==> src/rtl/pc_fetch_sequencer.sv <==
// pc_fetch_sequencer
// Multi-cycle fetch / PC sequencing controller for the LEGv8 core. Owns the
// architectural PC, fetches one instruction word at a time over a req/ack
// handshake, presents it to the datapath and applies branch resolution when
// the datapath signals completion. All outputs come straight from registers.
//
// state  | meaning
// -------+-----------------------------------------------------------------
// IDLE   | waiting for run (or halt_req, which goes straight to HALT)
// FETCH  | imem_req high, waiting for imem_ack, timeout counter running
// EXEC   | instruction handed to datapath, waiting for exec_done
// HALT   | stopped cleanly at an instruction boundary; only Reset exits
// FAULT  | fetch timed out; only Reset exits

module pc_fetch_sequencer #(
  parameter int FETCH_TIMEOUT = 16,
  parameter int RETIRE_W      = 32
) (
  input  logic                CLK,
  input  logic                Reset,
  input  logic [63:0]         startPC,
  input  logic                run,
  input  logic                halt_req,
  output logic                imem_req,
  output logic [63:0]         imem_addr,
  input  logic                imem_ack,
  input  logic [31:0]         imem_data,
  output logic [31:0]         instr,
  output logic                instr_valid,
  input  logic                exec_done,
  input  logic                unconditionalBranch,
  input  logic                conditionalBranch,
  input  logic                ALUzero,
  input  logic [63:0]         imm64,
  output logic [63:0]         currentPC,
  output logic [2:0]          state,
  output logic                fault,
  output logic [RETIRE_W-1:0] retired
);

  localparam logic [2:0] ST_IDLE  = 3'd0;
  localparam logic [2:0] ST_FETCH = 3'd1;
  localparam logic [2:0] ST_EXEC  = 3'd2;
  localparam logic [2:0] ST_HALT  = 3'd3;
  localparam logic [2:0] ST_FAULT = 3'd4;

  // Last FETCH cycle count value before giving up; counter starts at 0 on
  // the first FETCH cycle, so FAULT lands exactly FETCH_TIMEOUT cycles in.
  localparam logic [7:0] TIMEOUT_LAST = 8'(FETCH_TIMEOUT - 1);

  localparam logic [RETIRE_W-1:0] RETIRE_ONE = {{(RETIRE_W-1){1'b0}}, 1'b1};

  logic [2:0]  state_next;
  logic [7:0]  fetch_cnt;
  logic        halt_pending;
  logic        halt_seen;
  logic        taken;
  logic [63:0] branch_offset;
  logic [63:0] pc_resolved;
  logic        retire_now;

  // Fetch address is the architectural PC, which only moves on retire.
  assign imem_addr = currentPC;

  // Branch resolution and next-PC selection (64-bit wraparound is intended).
  always_comb begin
    taken         = unconditionalBranch | (conditionalBranch & ALUzero);
    branch_offset = imm64 << 2;
    pc_resolved   = taken ? (currentPC + branch_offset) : (currentPC + 64'd4);
    halt_seen     = halt_pending | halt_req;
    retire_now    = (state == ST_EXEC) && exec_done;
  end

  // Next-state logic; ack wins over timeout in the same FETCH cycle.
  always_comb begin
    state_next = state;
    case (state)
      ST_IDLE: begin
        if (halt_req)
          state_next = ST_HALT;
        else if (run)
          state_next = ST_FETCH;
      end
      ST_FETCH: begin
        if (imem_ack)
          state_next = ST_EXEC;
        else if (fetch_cnt >= TIMEOUT_LAST)
          state_next = ST_FAULT;
      end
      ST_EXEC: begin
        if (exec_done)
          state_next = halt_seen ? ST_HALT : ST_FETCH;
      end
      default: state_next = state;
    endcase
  end

  // State register and registered control outputs.
  always_ff @(posedge CLK) begin
    if (Reset) begin
      state       <= ST_IDLE;
      imem_req    <= 1'b0;
      instr_valid <= 1'b0;
      fault       <= 1'b0;
    end else begin
      state       <= state_next;
      imem_req    <= (state_next == ST_FETCH);
      instr_valid <= (state == ST_FETCH) && imem_ack;
      fault       <= (state_next == ST_FAULT);
    end
  end

  // Fetch timeout counter: counts unacknowledged FETCH cycles.
  always_ff @(posedge CLK) begin
    if (Reset)
      fetch_cnt <= 8'd0;
    else if ((state == ST_FETCH) && !imem_ack)
      fetch_cnt <= fetch_cnt + 8'd1;
    else
      fetch_cnt <= 8'd0;
  end

  // Instruction latch: captured on the acknowledged fetch cycle.
  always_ff @(posedge CLK) begin
    if (Reset)
      instr <= 32'd0;
    else if ((state == ST_FETCH) && imem_ack)
      instr <= imem_data;
  end

  // Architectural PC and retire counter update only when an instruction completes.
  always_ff @(posedge CLK) begin
    if (Reset) begin
      currentPC <= startPC;
      retired   <= '0;
    end else if (retire_now) begin
      currentPC <= pc_resolved;
      retired   <= retired + RETIRE_ONE;
    end
  end

  // Sticky halt request; the instruction in flight still finishes first.
  always_ff @(posedge CLK) begin
    if (Reset)
      halt_pending <= 1'b0;
    else if (halt_req && ((state == ST_IDLE) || (state == ST_FETCH) || (state == ST_EXEC)))
      halt_pending <= 1'b1;
  end

endmodule

==> config.mk <==
export PLATFORM = sky130hd
export DESIGN_NAME = pc_fetch_sequencer
export DESIGN_NICKNAME = d
export VERILOG_FILES = /design/src/rtl/pc_fetch_sequencer.sv
export SDC_FILE = /design/constraint.sdc
export NUM_CORES = 1
export LEC_CHECK = 0
export ABC_AREA = 1
export CORE_MARGIN = 3
export CORE_UTILIZATION = 25
export CTS_CLUSTER_SIZE = 30
export DETAILED_ROUTE_END_ITERATION = 10
export PLACE_DENSITY = 0.45
export SETUP_SLACK_MARGIN = 0.4
export SYNTH_ARGS = -nofsm -noshare
export SYNTH_HDL_FRONTEND = slang
export SYNTH_SLANG_ARGS = --single-unit
export TNS_END_PERCENT = 1
==> constraint.sdc <==
create_clock -name CLK -period 4.2 [get_ports CLK]
set_clock_uncertainty 0.15 [all_clocks]
set_input_delay 0.42 -clock CLK [delete_from_list [all_inputs] [get_ports CLK]]
set_output_delay 0.42 -clock CLK [all_outputs]
set_load 0.05 [all_outputs]
==> impl_metrics.json <==
{
  "status": "complete, no violations",
  "clock_latency_ns": 0.49,
  "post_cts_buffers": 0,
  "post-route-cell-area_sq_um": 17100,
  "worst_pin_slew_ns": 1.10,
  "cp-start-kind": "input port",
  "rows": 81,
  "cts-htree-levels": 4,
  "crit_fanout": 18,
  "cts_hold_buf": 0,
  "pwr-share-seq_pct": 27.3,
  "num_vias": 13500,
  "crit_required_ns": 4.30,
  "register_area_sq_um": 3500,
  "peakVddDrop_mv": 0.294,
  "overflow": 0,
  "yosysSeqAreaShare_pct": 28.0,
  "fin_crit_sh_pct": 80.3,
  "rsz0062_at_grt": "false",
  "vias_per_cell": 4.38,
  "critPathMaxStageDelay_ns": 0.44,
  "grt_max_degree": 75,
  "min_period_ns": 3.37,
  "place.detailed.hpwl_microns": 42100,
  "drtIter0Drc": 669,
  "synth_area_leaders": "nand2_1 (21%), edfxtp_1 (15%), dfxtp_1 (13%)",
  "synthCells": 2102,
  "synth_top_area_cell": "nand2_1",
  "final_cells": 3078,
  "grt_usage_pct": 19.2,
  "routabilityCongestion": 0.944,
  "power_switching_w": 0.00302,
  "place_area_sq_um": 16500,
  "path_cells": "clkdlybuf4s50_1, nand2_1, inv_1, nor2_4, buf_4, nor2_1, ha_1, nand2_1, nor2_1, nand2_1, nand2_1, nand2_1, a21boi_0, o21ai_0, nand3_1, nand2_1",
  "first_global_vias": 13600,
  "drive_gt1_share_pct": 3.53,
  "crit_top_cell": "nand2_1",
  "synthDistinctLibCells": 43,
  "min_path_type": "reg -> reg",
  "core_sq_um": 49300,
  "crit_type": "in -> reg",
  "p_comb_share_pct": 49.1,
  "crit_family": "simple AND/OR/NAND/NOR gates",
  "finalHoldViolCount": 0,
  "io_buffers": 364,
  "crit_buf_inv": 3,
  "detail_route.first_pass.iterations": 5,
  "max_freq_ghz": 0.296,
  "leakage_nw": 8.36,
  "drtAntennaViolNets": 0,
  "drv_slew": 0,
  "syn_to_final_growth_pct": 36.2,
  "multi_input_area_sq_um": 6890,
  "p_int_w": 0.00349,
  "cts_tree": "done",
  "antenna_found_initial": 14,
  "cts.path.max_buffers": 2,
  "clockPowerShare_pct": 23.6,
  "endpoint_kind": "flip-flop",
  "syn_area_per_cell_sq_um": 5.96,
  "arrival_ns": 3.47,
  "grt_pass1_wl_microns": 77700,
  "ys_warn_count": 0,
  "initial_core_util_pct": 25.4,
  "fin_nets": 2629,
  "die_x_microns": 230,
  "clkTransAtPathRegs_ns": 0.07,
  "power.share.switching_pct": 46.4,
  "fp.dieH_microns": 230,
  "critical-path-slowest-cell": "a21boi_0",
  "setup_violations": 0,
  "tns_ns": 0,
  "ios": 367,
  "fp.dieArea_sq_um": 52800,
  "syn-num-nets": 2335,
  "numCtsBuffers": 17,
  "fillers": 5562,
  "cts_resized": 0,
  "powerDensity_nw_per_um2": 382,
  "relSlewSlack_pct": 26.7,
  "dp.cells": 3041,
  "wl_microns": 50700,
  "wire_per_inst_microns": 16.5,
  "syn-cell-area_sq_um": 12500,
  "clock_sinks": 143,
  "cts_root_buffer": "clkbuf_16",
  "drc": 0,
  "ys_seq_elements": 143,
  "yosys.area.top_type_share_pct": 21.0,
  "maxCapViolCount": 0
}
[kinds of logic after synthesis]
group | synth area share (%)
compound gates | 7.03
flops | 28.0
xor+xnor | 2.31
buf+inv | 17.1
simple gates | 39.1
fa+ha+maj | 6.45
[flip-flops by register name, indices dropped and copies added (netlist names)]
register and flops:
fault 1, currentPC 64, halt_pending 1, imem_req 1, instr_valid 1, instr 32, state 3, fetch_cnt 8
retired 32
[cell usage after synthesis, drive strengths merged]
| cell type | count |
|---|---|
| a221oi | 1 |
| nand2 | 703 |
| nor2 | 298 |
| edfxtp | 64 |
| a21boi | 2 |
| nand4 | 22 |
| o21a | 3 |
| dfxtp | 79 |
| a21oi | 74 |
| nor3 | 32 |
| o21bai | 5 |
| a31oi | 2 |
| and3 | 2 |
| nor4 | 3 |
| fa | 1 |
| ha | 63 |
| nand3 | 111 |
| xor2 | 9 |
| or2 | 7 |
| o221ai | 1 |
| and2 | 4 |
| nor3b | 4 |
| nand3b | 4 |
| xnor2 | 24 |
| buf | 71 |
| o21ai | 78 |
| inv | 405 |
| clkbuf | 29 |
| o221a | 1 |
[placed cells by master (no fill, tap or decap), types with 3 or more instances in the layout]
cell             Yosys  layout
nand2_1            701     700
inv_1              400     400
clkdlybuf4s50_1      0     363
nor2_1             288     286
nand3_1            106     106
dfxtp_1             79      79
a21oi_1             74      74
o21ai_0             71      71
edfxtp_1            64      64
ha_1                63      63
nor3_1              25      25
xnor2_1             24      24
nand4_1             20      20
clkbuf_16            0      18
nor2_2               9      10
buf_4               65      10
xor2_1               9       9
o21ai_1              7       7
or2_2                6       6
nor3_2               6       6
diode_2              0       5
inv_2                5       5
nand3_2              5       5
and2_1               4       4
o21bai_1             4       4
nand3b_1             4       4
nor3b_1              4       4
inv_4                0       4
inv_6                0       4
nand2_2              2       3
o21a_1               3       3
[power by group through the flow]
stage / clock network (W) / logic [W] / registers (W)
2_1_floorplan: 0 / 0.00173 / 0.00225
3_3_place_gp: 0 / 0.00322 / 0.00181
3_5_place_dp: 0 / 0.00321 / 0.00181
4_1_cts: 0.00160 / 0.00322 / 0.00178
5_1_grt: 0.00164 / 0.00349 / 0.00180
6_report: 0.00154 / 0.00320 / 0.00178
[metrics by stage]
stage / setup WS [ns] / util (%) / total power, W / hold WS (ns)
2_1_floorplan: 1.17 / - / 0.00398 / 0.268
3_3_place_gp: 0.269 / 33.5 / 0.00502 / 0.282
3_5_place_dp: 0.277 / 33.5 / 0.00502 / 0.292
4_1_cts: 0.827 / 34.6 / 0.00661 / 0.286
5_1_grt: 0.547 / 34.6 / 0.00693 / 0.309
6_report: 0.826 / 34.6 / 0.00651 / 0.299
[cell type report]
type / count / area share [%]
Clock buffer: 20 / 2.68
Clock inverter: 12 / 0.565
Timing Repair Buffer: 375 / 22.0
Inverter: 405 / 8.91
Tap cell: 664 / 4.87
Antenna cell: 5 / 0.0733
Multi-Input combinational cell: 1454 / 40.4
Sequential cell: 143 / 20.5
[worst paths after layout]
path / start / to / slack, ns / cells after the start
min: fetch_cnt[0] / fetch_cnt[0] / 0.30 / 1
min reg2reg: fetch_cnt[0] / fetch_cnt[0] / 0.30 / 1
max reg2reg: currentPC[2] / currentPC[56] / 1.28 / 12
max: conditionalBranch / currentPC[33] / 0.83 / 16
[per-layer routing]
metal | vias up | GRT usage (%) | wire length (microns)
li1 | 6971 | - | -
met1 | 6131 | 24.0 | 23100
met2 | 308 | 32.2 | 23300
met3 | 69 | 5.19 | 2940
met4 | 18 | 5.94 | 1180
met5 | - | 0 | 114
No activity file was read; power rests on OpenSTA's default activity.
